<file path="config.mk">
export PLATFORM = sky130hd
export DESIGN_NAME = rop_rmw_ctrl_flat
export DESIGN_NICKNAME = d
export VERILOG_FILES = /design/src/rtl/rop_rmw_ctrl_if.sv /design/src/rtl/rop_rmw_ctrl.sv /design/src/flat_wrapper.sv
export SDC_FILE = /design/constraint.sdc
export NUM_CORES = 1
export LEC_CHECK = 0
export ABC_CLOCK_PERIOD_IN_PS = 43100
export CAP_MARGIN = 0
export CORE_ASPECT_RATIO = 0.8
export CORE_MARGIN = 2
export CORE_UTILIZATION = 35
export CTS_CLUSTER_SIZE = 10
export DETAILED_ROUTE_END_ITERATION = 8
export HOLD_SLACK_MARGIN = 0.12
export PLACE_DENSITY = 0.5
export SLEW_MARGIN = 20
export SYNTH_ARGS = -nofsm -noshare
export SYNTH_HDL_FRONTEND = slang
export SYNTH_SLANG_ARGS = --single-unit
</file>
<file path="constraint.sdc">
create_clock -name clk -period 43.1 [get_ports clk]
set_input_delay 10.775 -clock clk [delete_from_list [all_inputs] [get_ports clk]]
set_output_delay 10.775 -clock clk [all_outputs]
set_load 0.1 [all_outputs]
</file>
<file path="src/rtl/rop_rmw_ctrl_if.sv">
// ---------------------------------------------------------------------------
// rop_rmw_ctrl_if
// Bundles every handshake and data signal of the ROP read-modify-write
// controller: fragment input, framebuffer read request/response, blender
// issue/result, framebuffer write, and status.
//   master : the controller side (drives frag_ready, rd_req_*, blend_*,
//            wr_valid/addr/data, busy, err_rsp)
//   slave  : the environment side (shader, memory, blender)
// ---------------------------------------------------------------------------
interface rop_rmw_ctrl_if #(
  parameter int ADDR_W = 16
);
  logic              frag_valid;
  logic              frag_ready;
  logic [ADDR_W-1:0] frag_addr;
  logic [31:0]       frag_src0;
  logic [31:0]       frag_src1;
  logic [3:0]        frag_fsel;
  logic              rd_req_valid;
  logic              rd_req_ready;
  logic [ADDR_W-1:0] rd_req_addr;
  logic              rd_rsp_valid;
  logic [31:0]       rd_rsp_data;
  logic              blend_valid;
  logic [31:0]       blend_src0;
  logic [31:0]       blend_src1;
  logic [31:0]       blend_dst;
  logic [3:0]        blend_fsel;
  logic              blend_out_valid;
  logic [31:0]       blend_out_color;
  logic              wr_valid;
  logic              wr_ready;
  logic [ADDR_W-1:0] wr_addr;
  logic [31:0]       wr_data;
  logic              busy;
  logic              err_rsp;

  modport master (
    input  frag_valid, frag_addr, frag_src0, frag_src1, frag_fsel,
    output frag_ready,
    output rd_req_valid, rd_req_addr,
    input  rd_req_ready, rd_rsp_valid, rd_rsp_data,
    output blend_valid, blend_src0, blend_src1, blend_dst, blend_fsel,
    input  blend_out_valid, blend_out_color,
    output wr_valid, wr_addr, wr_data,
    input  wr_ready,
    output busy, err_rsp
  );

  modport slave (
    output frag_valid, frag_addr, frag_src0, frag_src1, frag_fsel,
    input  frag_ready,
    input  rd_req_valid, rd_req_addr,
    output rd_req_ready, rd_rsp_valid, rd_rsp_data,
    input  blend_valid, blend_src0, blend_src1, blend_dst, blend_fsel,
    output blend_out_valid, blend_out_color,
    input  wr_valid, wr_addr, wr_data,
    output wr_ready,
    input  busy, err_rsp
  );
endinterface

</file>
<file path="src/rtl/rop_rmw_ctrl.sv">
// ---------------------------------------------------------------------------
// rop_rmw_ctrl
// Read-modify-write sequencer for the raster-op stage. Fragments are queued
// in a circular DEPTH-entry pending buffer; each entry reads its destination
// colour, is sent once to the blender, and the blended colour is written back
// in fragment-accept order. A fragment whose address matches any occupied
// entry is stalled so same-address fragments never overlap.
// Ports:
//   clk   : clock, all state on the rising edge
//   rst_n : synchronous active-low reset
//   bus   : rop_rmw_ctrl_if.master (fragment, read, blend, write, status)
// ---------------------------------------------------------------------------
module rop_rmw_ctrl #(
  parameter int DEPTH  = 4,
  parameter int ADDR_W = 16
) (
  input  logic           clk,
  input  logic           rst_n,
  rop_rmw_ctrl_if.master bus
);
  localparam int PW = $clog2(DEPTH);
  localparam int CW = PW + 1;

  // pending buffer
  logic [ADDR_W-1:0] addr_r [DEPTH];
  logic [31:0]       src0_r [DEPTH];
  logic [31:0]       src1_r [DEPTH];
  logic [3:0]        fsel_r [DEPTH];
  logic [31:0]       dst_r  [DEPTH];
  logic [DEPTH-1:0]  occ_r;
  logic [DEPTH-1:0]  dst_ok_r;

  logic [PW-1:0] alloc_r, issue_r, rsp_r, blend_r, retire_r;
  // pointer gaps are tracked as counts so a full buffer is never mistaken
  // for an empty one when two pointers coincide
  logic [CW-1:0] count_r, pend_rd_r, out_rd_r;

  logic              ready_en_r;
  logic              in_flight_r;
  logic              blend_valid_r;
  logic [31:0]       blend_src0_r, blend_src1_r, blend_dst_r;
  logic [3:0]        blend_fsel_r;
  logic [ADDR_W-1:0] blend_addr_r;
  logic              wr_valid_r;
  logic [ADDR_W-1:0] wr_addr_r;
  logic [31:0]       wr_data_r;
  logic              err_rsp_r;

  logic hazard_s, frag_ready_s, acc_s, rd_go_s, rsp_ok_s, rsp_err_s;
  logic blend_rdy_s, blend_go_s, wr_go_s, res_load_s;

  // address hazard against every occupied entry, including one retiring now
  always_comb begin
    hazard_s = 1'b0;
    for (int i = 0; i < DEPTH; i++) begin
      if (occ_r[i] && (addr_r[i] == bus.frag_addr)) begin
        hazard_s = 1'b1;
      end else begin
        hazard_s = hazard_s;
      end
    end
  end

  // blend candidate: response already stored, or arriving this cycle (bypass)
  always_comb begin
    if (dst_ok_r[blend_r]) begin
      blend_rdy_s = 1'b1;
    end else if (rsp_ok_s && (rsp_r == blend_r)) begin
      blend_rdy_s = 1'b1;
    end else begin
      blend_rdy_s = 1'b0;
    end
  end

  assign frag_ready_s = ready_en_r && (count_r < CW'(DEPTH)) && !hazard_s;
  assign acc_s        = bus.frag_valid && frag_ready_s;
  assign rd_go_s      = (pend_rd_r != CW'(0)) && bus.rd_req_ready;
  assign rsp_ok_s     = bus.rd_rsp_valid && (out_rd_r != CW'(0));
  assign rsp_err_s    = bus.rd_rsp_valid && (out_rd_r == CW'(0));
  assign blend_go_s   = blend_rdy_s && !in_flight_r && !wr_valid_r;
  assign res_load_s   = in_flight_r && bus.blend_out_valid;
  assign wr_go_s      = wr_valid_r && bus.wr_ready;

  // all controller state: buffer, pointers, blend issue, write holding register
  always_ff @(posedge clk) begin
    if (!rst_n) begin
      for (int i = 0; i < DEPTH; i++) begin
        addr_r[i] <= '0;
        src0_r[i] <= 32'h0;
        src1_r[i] <= 32'h0;
        fsel_r[i] <= 4'h0;
        dst_r[i]  <= 32'h0;
      end
      occ_r         <= '0;
      dst_ok_r      <= '0;
      alloc_r       <= '0;
      issue_r       <= '0;
      rsp_r         <= '0;
      blend_r       <= '0;
      retire_r      <= '0;
      count_r       <= '0;
      pend_rd_r     <= '0;
      out_rd_r      <= '0;
      ready_en_r    <= 1'b0;
      in_flight_r   <= 1'b0;
      blend_valid_r <= 1'b0;
      blend_src0_r  <= 32'h0;
      blend_src1_r  <= 32'h0;
      blend_dst_r   <= 32'h0;
      blend_fsel_r  <= 4'h0;
      blend_addr_r  <= '0;
      wr_valid_r    <= 1'b0;
      wr_addr_r     <= '0;
      wr_data_r     <= 32'h0;
      err_rsp_r     <= 1'b0;
    end else begin
      ready_en_r <= 1'b1;
      if (acc_s) begin
        addr_r[alloc_r]   <= bus.frag_addr;
        src0_r[alloc_r]   <= bus.frag_src0;
        src1_r[alloc_r]   <= bus.frag_src1;
        fsel_r[alloc_r]   <= bus.frag_fsel;
        occ_r[alloc_r]    <= 1'b1;
        dst_ok_r[alloc_r] <= 1'b0;
        alloc_r           <= alloc_r + PW'(1);
      end
      if (rd_go_s) begin
        issue_r <= issue_r + PW'(1);
      end
      if (rsp_ok_s) begin
        dst_r[rsp_r]    <= bus.rd_rsp_data;
        dst_ok_r[rsp_r] <= 1'b1;
        rsp_r           <= rsp_r + PW'(1);
      end
      if (rsp_err_s) begin
        err_rsp_r <= 1'b1;
      end
      pend_rd_r <= pend_rd_r + CW'(acc_s) - CW'(rd_go_s);
      out_rd_r  <= out_rd_r + CW'(rd_go_s) - CW'(rsp_ok_s);
      count_r   <= count_r + CW'(acc_s) - CW'(wr_go_s);

      blend_valid_r <= blend_go_s;
      if (blend_go_s) begin
        blend_src0_r <= src0_r[blend_r];
        blend_src1_r <= src1_r[blend_r];
        blend_fsel_r <= fsel_r[blend_r];
        blend_addr_r <= addr_r[blend_r];
        blend_dst_r  <= dst_ok_r[blend_r] ? dst_r[blend_r] : bus.rd_rsp_data;
        blend_r      <= blend_r + PW'(1);
        in_flight_r  <= 1'b1;
      end else if (res_load_s) begin
        in_flight_r <= 1'b0;
      end

      if (res_load_s) begin
        wr_valid_r <= 1'b1;
        wr_addr_r  <= blend_addr_r;
        wr_data_r  <= bus.blend_out_color;
      end else if (wr_go_s) begin
        wr_valid_r <= 1'b0;
      end

      if (wr_go_s) begin
        occ_r[retire_r]    <= 1'b0;
        dst_ok_r[retire_r] <= 1'b0;
        retire_r           <= retire_r + PW'(1);
      end
    end
  end

  assign bus.frag_ready   = frag_ready_s;
  assign bus.rd_req_valid = (pend_rd_r != CW'(0));
  assign bus.rd_req_addr  = addr_r[issue_r];
  assign bus.blend_valid  = blend_valid_r;
  assign bus.blend_src0   = blend_src0_r;
  assign bus.blend_src1   = blend_src1_r;
  assign bus.blend_dst    = blend_dst_r;
  assign bus.blend_fsel   = blend_fsel_r;
  assign bus.wr_valid     = wr_valid_r;
  assign bus.wr_addr      = wr_addr_r;
  assign bus.wr_data      = wr_data_r;
  assign bus.busy         = (count_r != CW'(0)) || wr_valid_r;
  assign bus.err_rsp      = err_rsp_r;
endmodule

</file>
<file path="src/flat_wrapper.sv">
// flat-port wrapper written by rule: the top's interface ports become plain ports
module rop_rmw_ctrl_flat 
#(
  parameter int DEPTH  = 4,
  parameter int ADDR_W = 16
)
  (clk, rst_n, bus_frag_valid, bus_frag_addr, bus_frag_src0, bus_frag_src1, bus_frag_fsel, bus_frag_ready, bus_rd_req_valid, bus_rd_req_addr, bus_rd_req_ready, bus_rd_rsp_valid, bus_rd_rsp_data, bus_blend_valid, bus_blend_src0, bus_blend_src1, bus_blend_dst, bus_blend_fsel, bus_blend_out_valid, bus_blend_out_color, bus_wr_valid, bus_wr_addr, bus_wr_data, bus_wr_ready, bus_busy, bus_err_rsp);
  rop_rmw_ctrl_if #(.ADDR_W(ADDR_W)) bus_i ();
  input  logic clk;
  input  logic rst_n;
  input wire logic [$bits(bus_i.frag_valid)-1:0] bus_frag_valid;
  input wire logic [$bits(bus_i.frag_addr)-1:0] bus_frag_addr;
  input wire logic [$bits(bus_i.frag_src0)-1:0] bus_frag_src0;
  input wire logic [$bits(bus_i.frag_src1)-1:0] bus_frag_src1;
  input wire logic [$bits(bus_i.frag_fsel)-1:0] bus_frag_fsel;
  output wire logic [$bits(bus_i.frag_ready)-1:0] bus_frag_ready;
  output wire logic [$bits(bus_i.rd_req_valid)-1:0] bus_rd_req_valid;
  output wire logic [$bits(bus_i.rd_req_addr)-1:0] bus_rd_req_addr;
  input wire logic [$bits(bus_i.rd_req_ready)-1:0] bus_rd_req_ready;
  input wire logic [$bits(bus_i.rd_rsp_valid)-1:0] bus_rd_rsp_valid;
  input wire logic [$bits(bus_i.rd_rsp_data)-1:0] bus_rd_rsp_data;
  output wire logic [$bits(bus_i.blend_valid)-1:0] bus_blend_valid;
  output wire logic [$bits(bus_i.blend_src0)-1:0] bus_blend_src0;
  output wire logic [$bits(bus_i.blend_src1)-1:0] bus_blend_src1;
  output wire logic [$bits(bus_i.blend_dst)-1:0] bus_blend_dst;
  output wire logic [$bits(bus_i.blend_fsel)-1:0] bus_blend_fsel;
  input wire logic [$bits(bus_i.blend_out_valid)-1:0] bus_blend_out_valid;
  input wire logic [$bits(bus_i.blend_out_color)-1:0] bus_blend_out_color;
  output wire logic [$bits(bus_i.wr_valid)-1:0] bus_wr_valid;
  output wire logic [$bits(bus_i.wr_addr)-1:0] bus_wr_addr;
  output wire logic [$bits(bus_i.wr_data)-1:0] bus_wr_data;
  input wire logic [$bits(bus_i.wr_ready)-1:0] bus_wr_ready;
  output wire logic [$bits(bus_i.busy)-1:0] bus_busy;
  output wire logic [$bits(bus_i.err_rsp)-1:0] bus_err_rsp;
  assign bus_i.frag_valid = bus_frag_valid;
  assign bus_i.frag_addr = bus_frag_addr;
  assign bus_i.frag_src0 = bus_frag_src0;
  assign bus_i.frag_src1 = bus_frag_src1;
  assign bus_i.frag_fsel = bus_frag_fsel;
  assign bus_frag_ready = bus_i.frag_ready;
  assign bus_rd_req_valid = bus_i.rd_req_valid;
  assign bus_rd_req_addr = bus_i.rd_req_addr;
  assign bus_i.rd_req_ready = bus_rd_req_ready;
  assign bus_i.rd_rsp_valid = bus_rd_rsp_valid;
  assign bus_i.rd_rsp_data = bus_rd_rsp_data;
  assign bus_blend_valid = bus_i.blend_valid;
  assign bus_blend_src0 = bus_i.blend_src0;
  assign bus_blend_src1 = bus_i.blend_src1;
  assign bus_blend_dst = bus_i.blend_dst;
  assign bus_blend_fsel = bus_i.blend_fsel;
  assign bus_i.blend_out_valid = bus_blend_out_valid;
  assign bus_i.blend_out_color = bus_blend_out_color;
  assign bus_wr_valid = bus_i.wr_valid;
  assign bus_wr_addr = bus_i.wr_addr;
  assign bus_wr_data = bus_i.wr_data;
  assign bus_i.wr_ready = bus_wr_ready;
  assign bus_busy = bus_i.busy;
  assign bus_err_rsp = bus_i.err_rsp;
  rop_rmw_ctrl #(.DEPTH(DEPTH), .ADDR_W(ADDR_W)) u_core (.clk(clk), .rst_n(rst_n), .bus(bus_i));
endmodule
</file>
# Word-level counts from Yosys, hierarchy flattened
# Memories as Yosys holds them, arrays and structs flattened. A register that Yosys moved wholly into a read port is not among the register bits.
# Index checks and enable logic that the tools add are counted.
# Widths: inputs -> output; s select.
# classes
add_sub_neg,11
order_cmp,8
eq_ne,5
muxes,54
bitwise,7
reduce_logical,37
# op_table
cell,count
$mux 32,4
$reduce_or 32->1,3
$eq 16x16->1,4
$mux 4,9
$mux 1,27
$logic_and 1x1->1,18
$mux 2,9
$mux 16,1
$reduce_or 16->1,1
$and 4x4->4,3
$lt 2x3->1 const B,4
$add 2x1->2 const B,5
$add 3x1->3,3
$reduce_bool 3->1,3
$sub 3x1->3,3
$not 4->4,2
$or 4x4->4,2
$logic_not 1->1,7
$demux 1 s2,3
$ge 2x1->1 const B,3
$reduce_bool 2->1,2
$reduce_or 4->1,1
$logic_not 3->1,1
$lt 3x3->1 const B,1
3 further kinds,3
# word_totals
register_bits,112
mem_bits_rw,464
in_bits,155
out_inout_bits,170
word_cells,145
memories,5
# mem_list
name,words,width,rd,rd_ports_with_merged_regs,wr,line,text
u_core.dst_r,4,32,1,1,4,rop_rmw_ctrl.sv:29,logic [31:0] dst_r [DEPTH];
u_core.src0_r,4,32,1,1,4,rop_rmw_ctrl.sv:26,logic [31:0] src0_r [DEPTH];
u_core.src1_r,4,32,1,1,4,rop_rmw_ctrl.sv:27,logic [31:0] src1_r [DEPTH];
u_core.addr_r,4,16,6,2,4,rop_rmw_ctrl.sv:25,logic [ADDR_W-1:0] addr_r [DEPTH];
u_core.fsel_r,4,4,1,1,4,rop_rmw_ctrl.sv:28,logic [3:0] fsel_r [DEPTH];

# Logic depth before layout (Yosys ltp)
# Gate-level depths: netlist (run 1).
# depth
word_depth,16
depth_mapped,13

# Worst setup path before layout (run 1)
# No wires, ideal clock.
# synth_path
path_type,in2out
startpoint,in bus_frag_addr[13]
endpoint,out bus_frag_ready
t_arrival_ns,12.392
t_required_ns,32.325
setup_slack_ns,19.933
stages,8
n_path_buf,2
cell_sequence,buf_2 -> xor2_1 -> nor4_1 -> nand4_1 -> o22a_1 -> nand3_1 -> buf_2 -> inv_1
# synth_between
elab_chain_len,8
# synth_lines
item,line,text
start: declaration,flat_wrapper.sv:12,input wire logic [$bits(bus_i.frag_addr)-1:0] bus_frag_addr;
$eq 16x16->1,rop_rmw_ctrl.sv:56,if (occ_r[i] && (addr_r[i] == bus.frag_addr)) begin
$logic_and 1x1->1,rop_rmw_ctrl.sv:56,
$mux 1 (3 in series),rop_rmw_ctrl.sv:56,
$mux 1 *,rop_rmw_ctrl.sv:56,
$logic_not 1->1 *,rop_rmw_ctrl.sv:75,assign frag_ready_s = ready_en_r && (count_r < CW'(DEPTH)) && !hazard_s;
$logic_and 1x1->1 *,rop_rmw_ctrl.sv:75,
end: declaration,flat_wrapper.sv:16,output wire logic [$bits(bus_i.frag_ready)-1:0] bus_frag_ready;
# Mark *: on every way between the ends. The rest lies on a longest branch, timed or not.

# Final worst setup path (run 1)
# layout_path
startpoint,in bus_frag_addr[14]
endpoint,out bus_frag_ready
# Same word-level chain as after synthesis.

==> results of run 1 <==
-- worst max-delay path: stages --
cell and delay (ns):
clkdlybuf4s50_1 0.69, xor2_1 0.24, nor4_1 0.09, nand4_1 0.11
o22a_1 0.27, nand3_1 0.58, inv_1 0.19, clkdlybuf4s50_1 1.24
-- stage by stage --
step           total power, W  util, %  cells  setup WS [ns]  hold slack (ns)
5_1_grt               0.00239     43.4   3768          17.89            0.473
6_report              0.00229     43.4   3769          18.10            0.452
3_3_place_gp          0.00168     40.4   3623          18.07            0.443
3_5_place_dp          0.00169     40.4   3623          18.03            0.448
4_1_cts               0.00233     43.3   3765          18.01            0.456
2_1_floorplan         0.00146        -   2347          19.93            0.425
-- where the power goes --
group | switching [W] | leakage (nW) | internal [W]
sequential | 0.0000571 | 6.45 | 0.000777
combinational | 0.000604 | 5.36 | 0.000228
clock | 0.000262 | 1.14 | 0.000366
-- Yosys cell counts, types with 2 or more instances --
master    instances  share of area (%)
nand2_1         394                5.1
mux4_2          133                 10
o22a_1            2              0.060
buf_2            66                1.1
a21boi_1         38               0.98
and2_1          116                2.5
nand2b_1          9               0.19
fa_1              3               0.21
mux2i_1          35                1.2
nor2b_1           6               0.13
edfxtp_1        464                 48
dfxtp_1         200                 14
o21ai_0           6               0.10
a21boi_0         92                2.4
inv_1           102                1.3
nor4_1           32               0.69
buf_6             4               0.15
or3_1             2              0.043
nor2_1          235                3.0
nand3_1          10               0.17
and3_1           32               0.69
a21boi_2          8               0.31
clkbuf_1        109                1.4
xor2_1           62                1.9
nor3_1           92                1.6
nand4_1           6               0.13
xnor2_1          16               0.48
ha_1             18               0.77
buf_1             2              0.026
buf_4             6               0.15
o211a_1          36                1.2
a21oi_1           2              0.034
-- state kept, by name, indices dropped and copies added (netlist names), 16 cells and up, named ones only --
name / count
u_core.bus.blend_dst: 32
u_core.src1_r: 128
u_core.bus.wr_addr: 16
u_core.bus.blend_src0: 32
u_core.dst_r: 128
u_core.src0_r: 128
u_core.addr_r: 64
u_core.bus.blend_src1: 32
u_core.fsel_r: 16
u_core.blend_addr_r: 16
u_core.bus.wr_data: 32
-- cells by family after synthesis --
| kind of cell | count (synthesis) | share of synthesized area (%) |
|---|---|---|
| xor gates and xnor gates | 78 | 2.34 |
| and+or+nand+nor | 938 | 14.3 |
| muxes | 168 | 11.5 |
| AOI/OAI and AO/OA | 188 | 5.24 |
| buffers and inverters | 290 | 4.25 |
| adders and majority gates | 21 | 0.977 |
| DFF | 664 | 61.4 |
-- final cells by class --
cell class / instances / area share, %
diodes: 3 / 0.0210
multi-input cells: 1393 / 28.3
clock buffers: 136 / 6.53
flip-flops and latches: 664 / 50.2
inverters: 102 / 1.07
repair buffers: 361 / 9.89
clock inverters: 6 / 0.147
well taps: 1104 / 3.86
-- placed cells by master (no fill, tap or decap), types with 3 or more instances in the layout --
master,Yosys,final
nor4_1,32,32
ha_1,18,18
mux2i_1,35,35
and2_1,116,114
clkbuf_1,109,46
nand2_1,394,392
xnor2_1,16,16
inv_1,102,102
and3_1,32,32
nor3_1,92,89
clkbuf_8,0,8
nand2b_1,9,9
fa_1,3,3
diode_2,0,3
nand3_1,10,10
clkbuf_16,0,82
clkdlybuf4s50_1,0,322
nand4_1,6,6
nor2b_1,6,6
o211a_1,36,36
a21boi_0,92,92
xor2_1,62,62
nor3_2,1,3
buf_4,6,36
dfxtp_1,200,196
o21ai_0,6,4
nor2_1,235,235
a21boi_2,8,8
a21boi_1,38,38
mux4_2,133,133
edfxtp_1,464,464
-- metal layers --
metal | vias up | global-route usage [%] | routed length [µm]
met4 | 10 | 4.98 | 1590
met3 | 120 | 4.26 | 5060
met1 | 9561 | 26.4 | 37500
li1 | 8756 | - | -
met5 | - | 0 | 69
met2 | 518 | 31.2 | 39000
-- how the worst max path moves through the flow --
stage                            from        endpoint  slack, ns  cells past startpoint
CTS                 bus_frag_addr[13]  bus_frag_ready      18.01                      8
global route        bus_frag_addr[13]  bus_frag_ready      17.89                      8
detailed placement  bus_frag_addr[13]  bus_frag_ready      18.03                      8
finish              bus_frag_addr[14]  bus_frag_ready      18.10                      8
floorplan           bus_frag_addr[13]  bus_frag_ready      19.93                      8
global placement    bus_frag_addr[13]  bus_frag_ready      18.07                      8
==> run metrics, run 1 <==
status complete, no violations; clock latency at the later pin of the worst-skew pair 0.64 ns; FP Rows 94; Initial Util 35.4%; I/O pin count 325; post-synthesis sequential area ratio 61.4%; worst-margin pin slew 1.11 ns; CTS buffer count 79; design area 35800 µm²; cts repair resizes 0; P_leak 13.0 nW; Layout fillers 7658; post-route ant nets 0; GP Congestion 0.851; final hold violation count 0; Final setup viols 0; CTS root buffer clkbuf_16; via count 19000; Max Cap Viol 0; Worst setup EP type primary output; Slew HR 25.8%; worst min-delay path class reg -> reg; FF-to-FF path depth 7; global route total overflow 0; die area 85800 µm²; top_reg_cell synth edfxtp_1; GRT Total Usage 19.3%; worst hold stages 2; CP startpoint kind primary input; initial antenna violation count 7; RSZ-0062 raised after global routing false; Worst R2R End u_core.src1_r[2][25]; fin crit share 58.0%; Worst VDD drop 0.0396 mV; Yosys cell types 41; yosys warns 0; Setup Skew 0.0311 ns; hpwl dp 48700 µm; Post-Route WL 83200 µm; first-pass GRT wire length 126000 µm; Post-Syn Nets 2523; CP max FO 13; Die Ht 262 µm; share of cells above drive strength 1 11.1%; post-CTS setup buffers 0; number of synthesized register bits 664; Clock Pin Slew Worst Setup and Hold Paths 0.06 ns; first-pass iteration count of the detailed router 5; end of the worst hold path u_core.bus.blend_src0[23]; Wirelength per Cell 22.1 µm; Max Root-Sink Buffers 3; Post-Syn Area 29200 µm²; min Tclk post-route 25.00 ns; pwr dens 64.2 nW/µm²; vias in the first global route 19800; RR Startpoint u_core.addr_r[0][14]; r2r setup slk 38.90 ns; Area growth syn-to-layout 22.5%; Clock Sinks 664; setup_tns 0 ns; Avg Synthesized Cell Area 12.4 µm²; highest clock rate 40.0 MHz; Via density 5.03; Slew Viols, Final 0; largest net degree at the start of global routing 96; EDFF count, synth 464; overall die width 327 µm; Syn Inst Count 2347; Post-CTS Hold Fix Bufs 0; Reg area 17900 µm²; placed inst area 33300 µm²; CP Data Required Time 32.32 ns; hold wc startpoint u_core.bus.blend_src0[23]; CP Class in -> out; Async S/R FF share, synth 0%; CORE AREA 82400 µm²; PortBufs 324; data arrival time of the critical path 14.22 ns; CTS tree done; H-tree depth 3; Nets 2777; DR DRC count 0; DRT iter0 DRCs 1282; multi-input logic area 10100 µm²
Note: power is estimated with default switching activity, not from simulation.
==> inputs of run 2 (changes only) <==
--- a/config.mk
+++ b/config.mk
@@ -5,7 +5,7 @@
 export SDC_FILE = /design/constraint.sdc
 export NUM_CORES = 1
 export LEC_CHECK = 0
-export ABC_CLOCK_PERIOD_IN_PS = 43100
+export ABC_CLOCK_PERIOD_IN_PS = 20900
 export CAP_MARGIN = 0
 export CORE_ASPECT_RATIO = 0.8
 export CORE_MARGIN = 2
@@ -13,7 +13,7 @@
 export CTS_CLUSTER_SIZE = 10
 export DETAILED_ROUTE_END_ITERATION = 8
 export HOLD_SLACK_MARGIN = 0.12
-export PLACE_DENSITY = 0.5
+export PLACE_DENSITY = 0.52
 export SLEW_MARGIN = 20
 export SYNTH_ARGS = -nofsm -noshare
 export SYNTH_HDL_FRONTEND = slang
==> constraint.sdc (replaced) <==
create_clock -name clk -period 20.9 [get_ports clk]
set_input_delay 5.225 -clock clk [delete_from_list [all_inputs] [get_ports clk]]
set_output_delay 5.225 -clock clk [all_outputs]
set_load 0.1 [all_outputs]
==> run 2 against run 1 <==
Against the previous run:
- sequential share of layout area grew 0.16 points
- setup slack got worse by 11 ns
- via count barely moved
==> run metrics, run 2 (synthesized netlist as in run 1, its figures left out) <==
hpwl dp 48800 µm (was 48700 µm); via count 19000 (about the same); P_leak 12.9 nW (was 13.0 nW); status complete, no violations (unchanged); multi-input logic area 10100 µm² (about the same); setup_tns 0 ns (unchanged); Via density 5.04 (was 5.03); cts repair resizes 0 (unchanged); clock power share 27.0% (was 27.4%); worst hold stages 2 (unchanged); Setup Skew 0.0247 ns (was 0.0311 ns); Area growth syn-to-layout 22.1% (was 22.5%); DRT iter0 DRCs 1282 (unchanged); Slew HR 23.7% (was 25.8%); r2r setup slk 16.48 ns (was 38.90 ns); Wirelength per Cell 21.7 µm (was 22.1 µm); switch share 40.2% (about the same); worst-margin pin slew 1.14 ns (was 1.11 ns); Worst VDD drop 0.0984 mV (was 0.0396 mV); fin crit share 66.5%; GRT Total Usage 19.0% (was 19.3%); FP Rows 94 (unchanged); Layout fillers 7655 (was 7658); Nets 2775 (was 2777); Inst Count DP 3623 (unchanged); Final setup viols 0 (unchanged); Reg area 17900 µm² (about the same); Worst Setup SP bus_frag_addr[0] (was bus_frag_addr[14]); CTS tree done (unchanged); CP Data Required Time 15.67 ns (was 32.32 ns); Final Hold Slack 0.454 ns (was 0.452 ns); Initial Util 35.4% (unchanged); FF-to-FF path depth 8 (was 7); CP Class in -> out (unchanged); sequential share of power 36.7% (was 36.4%); Max Cap Viol 0 (unchanged); Max Root-Sink Buffers 3 (unchanged); PortBufs 324 (unchanged); commonest cells after routing, fill and taps aside edfxtp_1, nand2_1, clkdlybuf4s50_1 (unchanged); Post-Route WL 81600 µm (was 83200 µm); Psw 0.00188 W (was 0.000923 W); hold wc startpoint u_core.bus.blend_src1[21] (was u_core.bus.blend_src0[23]); CTS root buffer clkbuf_16 (unchanged); post-route ant nets 0 (unchanged); I/O pin count 325 (unchanged); clock latency at the later pin of the worst-skew pair 0.63 ns (was 0.64 ns); final hold violation count 0 (unchanged); die area 85800 µm² (unchanged); Clock Pin Slew Worst Setup and Hold Paths 0.05 ns (was 0.06 ns); CP max FO 13 (unchanged); RSZ-0062 raised after global routing false (unchanged); Worst setup EP type primary output (unchanged); Cell Count, Final, Fillers Out 3764 (was 3769); internal power 0.00280 W (was 0.00137 W); post-CTS setup buffers 0 (unchanged); Die Ht 262 µm (unchanged); worst min-delay path class reg -> reg (unchanged); Routed met3 length 5280 µm (was 5060 µm); share of cells above drive strength 1 10.9% (was 11.1%); min Tclk post-route 13.89 ns; Clock Sinks 664 (unchanged); Slew Viols, Final 0 (unchanged); vias in the first global route 19700 (was 19800); H-tree depth 3 (unchanged); Gate power share 36.3% (was 36.2%); CP startpoint kind primary input (unchanged); highest clock rate 72.0 MHz; global route total overflow 0 (unchanged); RR Startpoint u_core.addr_r[2][6] (was u_core.addr_r[0][14]); first-pass GRT wire length 124000 µm (was 126000 µm); pwr dens 131 nW/µm² (was 64.2 nW/µm²); leading cell type in the layout, fill and taps excluded edfxtp_1 (unchanged); Worst R2R End u_core.src0_r[2][2] (was u_core.src1_r[2][25]); Top Registers u_core.dst_r: 128 flops, u_core.src0_r: 128 flops, u_core.src1_r: 128 flops (unchanged); largest net degree at the start of global routing 93 (was 96); data arrival time of the critical path 8.67 ns (was 14.22 ns); CORE AREA 82400 µm² (unchanged); end of the worst hold path u_core.bus.blend_src1[21] (was u_core.bus.blend_src0[23]); initial antenna violation count 6 (was 7); met2 WL 39100 µm (was 39000 µm); Post-CTS Hold Fix Bufs 0 (unchanged); wl on met1 35700 µm (was 37500 µm); GP Congestion 0.881 (was 0.851); highest routed layer met5 (unchanged); CTS buffer count 78 (was 79); DR DRC count 0 (unchanged); overall die width 327 µm (unchanged); first-pass iteration count of the detailed router 5 (unchanged)
## run 2: cell types whose count changed in the layout (fill, tap and decap cells not counted), moves of 2 or more
cell and change:
clkbuf_8 -3, clkinvlp_4 -2, clkbuf_1 +4, clkbuf_16 -2, diode_2 -2
## run 2: area by class of cell
class | instances | area share (%)
timing repair buffer | 360 | 9.85
inverter | 102 | 1.07
multi-input combinational | 1393 | 28.4
sequential | 664 | 50.3
clock inverter | 5 | 0.133
antenna | 1 | 0.00702
clock buffer | 135 | 6.33
tap | 1104 | 3.87
## run 2: power by group through the flow
| stage | logic [W] | clock network, W | registers [W] |
|---|---|---|---|
| after floorplan | 0.000735 | 0 | 0.00228 |
| final | 0.00170 | 0.00126 | 0.00172 |
| after global placement | 0.00172 | 0 | 0.00174 |
| after global routing | 0.00180 | 0.00135 | 0.00174 |
| after CTS | 0.00173 | 0.00130 | 0.00173 |
| after detailed placement | 0.00173 | 0 | 0.00175 |
## run 2: worst max-delay path by stage
stage,endpoint,slack [ns],depth (start not counted)
after detailed placement,bus_frag_ready,7.02,8
after global placement,bus_frag_ready,7.03,8
final,bus_frag_ready,7.01,8
after global routing,bus_frag_ready,6.87,8
after floorplan,u_core.addr_r[3][0],5.48,8
after CTS,bus_frag_ready,7.00,8
## run 2: stage by stage
stage               power [W]  util [%]  setup slack, ns  instance area [µm²]
floorplan             0.00302         -             5.48                29200
global placement      0.00346      40.4             7.03                33300
detailed placement    0.00348      40.4             7.02                33300
CTS                   0.00475      43.2             7.00                35700
global route          0.00489      43.2             6.87                35700
finish                0.00469      43.2             7.01                35700
## run 2: metal layers
metal	track usage, %	vias to the layer above
li1	-	8771
met1	25.2	9555
met2	31.4	522
met3	4.67	117
met4	4.41	10
met5	0	-
## run 2: worst max-delay path: stages
cell and delay [ns]:
clkdlybuf4s50_1 0.60, xor2_1 0.24, nor4_1 0.39, nand4_1 0.18
o22a_1 0.32, nand3_1 0.54, inv_1 0.11, clkdlybuf4s50_1 1.05
==> inputs of run 3 (changes only) <==
--- a/config.mk
+++ b/config.mk
@@ -5,7 +5,7 @@
 export SDC_FILE = /design/constraint.sdc
 export NUM_CORES = 1
 export LEC_CHECK = 0
-export ABC_CLOCK_PERIOD_IN_PS = 20900
+export ABC_CLOCK_PERIOD_IN_PS = 11200
 export CAP_MARGIN = 0
 export CORE_ASPECT_RATIO = 0.8
 export CORE_MARGIN = 2
==> constraint.sdc (replaced) <==
create_clock -name clk -period 11.2 [get_ports clk]
set_input_delay 2.8 -clock clk [delete_from_list [all_inputs] [get_ports clk]]
set_output_delay 2.8 -clock clk [all_outputs]
set_load 0.1 [all_outputs]
==> run 3 against run 2 <==
Against the previous run:
- total power rose by 87%
- first-iteration DRC count rose by 4.8%
- clock power rose by 87%
- global-route usage fell by 0.085 points
- via count fell by 0.95%
- hold slack got worse by 0.0049 ns
- die area did not move
- critical path type unchanged
- highest routed layer unchanged
==> run metrics, run 3 (synthesized netlist as in run 1, its figures left out) <==
r2r setup slk 6.82 ns (was 16.48 ns); Area growth syn-to-layout 22.3% (was 22.1%); FF-to-FF path depth 8 (unchanged); CTS root buffer clkbuf_16 (unchanged); DRT iter0 DRCs 1344 (was 1282); CTS tree done (unchanged); cts repair resizes 0 (unchanged); final hold violation count 0 (unchanged); Post-Route WL 80700 µm (was 81600 µm); CP Class in -> out (unchanged); Cell Count, Final, Fillers Out 3771 (was 3764); CP Data Required Time 8.40 ns (was 15.67 ns); largest net degree at the start of global routing 97 (was 93); Die Ht 262 µm (unchanged); PortBufs 324 (unchanged); post-CTS setup buffers 0 (unchanged); H-tree depth 3 (unchanged); Worst R2R End u_core.src0_r[3][1] (was u_core.src0_r[2][2]); clock latency at the later pin of the worst-skew pair 0.65 ns (was 0.63 ns); CORE AREA 82400 µm² (unchanged); RR Startpoint u_core.addr_r[2][3] (was u_core.addr_r[2][6]); Clock Sinks 664 (unchanged); Initial Util 35.4% (unchanged); Final setup viols 0 (unchanged); slowest CP cell clkdlybuf4s50_1 (unchanged); overall die width 327 µm (unchanged); Worst path max stage delay 1.03 ns (was 1.05 ns); Max Root-Sink Buffers 3 (unchanged); Worst VDD drop 0.166 mV (was 0.0984 mV); GP Congestion 0.829 (was 0.881); setup_tns 0 ns (unchanged); initial antenna violation count 8 (was 6); Post-CTS Hold Fix Bufs 0 (unchanged); pwr dens 245 nW/µm² (was 131 nW/µm²); Worst setup EP type primary output (unchanged); Setup Skew 0.0329 ns (was 0.0247 ns); Critical Path End bus_frag_ready (unchanged); hpwl dp 48300 µm (was 48800 µm); post-route ant nets 0 (unchanged); fin crit share 80.8%; worst-margin pin slew 1.14 ns (about the same); Crit. path cell count 8 (unchanged); Inst Count DP 3621 (was 3623); Wirelength per Cell 21.4 µm (was 21.7 µm); Layout fillers 7595 (was 7655); crit-path most repeated cell clkdlybuf4s50_1 (unchanged); global route total overflow 0 (unchanged); I/O pin count 325 (unchanged); crit path buf inv count 3 (unchanged); RSZ-0062 raised after global routing false (unchanged); CP max FO 13 (unchanged); status complete, no violations (unchanged); DR DRC count 0 (unchanged); CTS buffer count 78 (unchanged); die area 85800 µm² (unchanged); first-pass iteration count of the detailed router 5 (unchanged); vias in the first global route 19900 (was 19700); via count 18800 (was 19000); Slew Viols, Final 0 (unchanged); GRT Total Usage 18.9% (was 19.0%); data arrival time of the critical path 6.25 ns (was 8.67 ns); Via density 4.98 (was 5.04); highest clock rate 111 MHz; Worst Setup SP bus_frag_addr[2] (was bus_frag_addr[0]); FP Rows 94 (unchanged); CP Cell Sequence clkdlybuf4s50_1, xor2_1, nor4_1, nand4_1, o22a_1, nand3_1, inv_1, clkdlybuf4s50_1 (unchanged); Top Registers u_core.dst_r: 128 flops, u_core.src0_r: 128 flops, u_core.src1_r: 128 flops (unchanged); leading cell type in the layout, fill and taps excluded edfxtp_1 (unchanged); Max Cap Viol 0 (unchanged); min Tclk post-route 9.05 ns; Slew HR 23.8% (was 23.7%); Nets 2774 (was 2775); CP startpoint kind primary input (unchanged); first-pass GRT wire length 124000 µm (about the same); Clock Pin Slew Worst Setup and Hold Paths 0.05 ns (about the same); crit-path leading delay family buffers and inverters (unchanged); P_leak 12.9 nW (about the same); commonest cells after routing, fill and taps aside edfxtp_1, nand2_1, clkdlybuf4s50_1 (unchanged); worst min-delay path class reg -> reg (unchanged); share of cells above drive strength 1 10.9% (about the same)
run 3: changes by cell type in the layout (fill, tap and decap cells not counted), moves of 2 or more:
| cell | delta |
|---|---|
| clkbuf_1 | +4 |
| diode_2 | +3 |
| buf_2 | +3 |
| buf_12 | +2 |
| inv_16 | +2 |
| buf_4 | -2 |
| clkdlybuf4s50_1 | -2 |
run 3: metrics by stage:
stage | utilization [%] | hold WS, ns | setup slack (ns) | area [µm²] | total power, W
after floorplan | - | 0.425 | 0.555 | 29200 | 0.00563
after global placement | 40.5 | 0.444 | 2.09 | 33400 | 0.00646
after detailed placement | 40.4 | 0.444 | 2.07 | 33300 | 0.00649
after CTS | 43.3 | 0.452 | 2.06 | 35700 | 0.00888
after global routing | 43.3 | 0.464 | 1.90 | 35700 | 0.00914
final | 43.3 | 0.449 | 2.15 | 35700 | 0.00875
run 3: cell type report:
type                            count  area, µm²  area share, %
Clock buffer                      137       2230           6.26
Multi-Input combinational cell   1393      10100           28.4
Tap cell                         1104       1380           3.87
Sequential cell                   664      17900           50.3
Inverter                          102        383           1.07
Clock inverter                      8        100          0.280
Timing Repair Buffer              359       3520           9.85
Antenna cell                        4       10.0         0.0280
run 3: worst register-to-register path: stages, from the launching register on:
cell and delay (ns):
edfxtp_1 0.44, xor2_1 0.24, nor3_1 0.10, nand4_1 0.11
o22a_1 0.28, nand3_1 0.63, o41ai_4 1.10, buf_4 0.65
buf_4 0.47
run 3: per-layer routing:
| layer | vias up | track usage (%) | part of all wire [%] |
|---|---|---|---|
| li1 | 8775 | - | - |
| met4 | 8 | 5.23 | 2.0 |
| met5 | - | 0 | 0.059 |
| met3 | 96 | 4.45 | 6.0 |
| met2 | 510 | 31.0 | 48 |
| met1 | 9405 | 25.0 | 44 |
run 3: worst min-delay path by stage:
stage / startpoint / endpoint / depth (start not counted)
2_1_floorplan: u_core.occ_r[0] / u_core.occ_r[0] / 2
5_1_grt: u_core.bus.blend_src0[25] / u_core.bus.blend_src0[25] / 2
6_report: u_core.bus.blend_src1[19] / u_core.bus.blend_src1[19] / 2
4_1_cts: u_core.bus.blend_src0[25] / u_core.bus.blend_src0[25] / 2
3_5_place_dp: u_core.bus.blend_src0[25] / u_core.bus.blend_src0[25] / 2
3_3_place_gp: u_core.bus.blend_src0[25] / u_core.bus.blend_src0[25] / 2
run 3: report_power, final:
part | switching [W] | internal [W]
Combinational | 0.00230 | 0.000877
Clock | 0.00101 | 0.00136
Sequential | 0.000210 | 0.00299
Total | 0.00352 | 0.00522
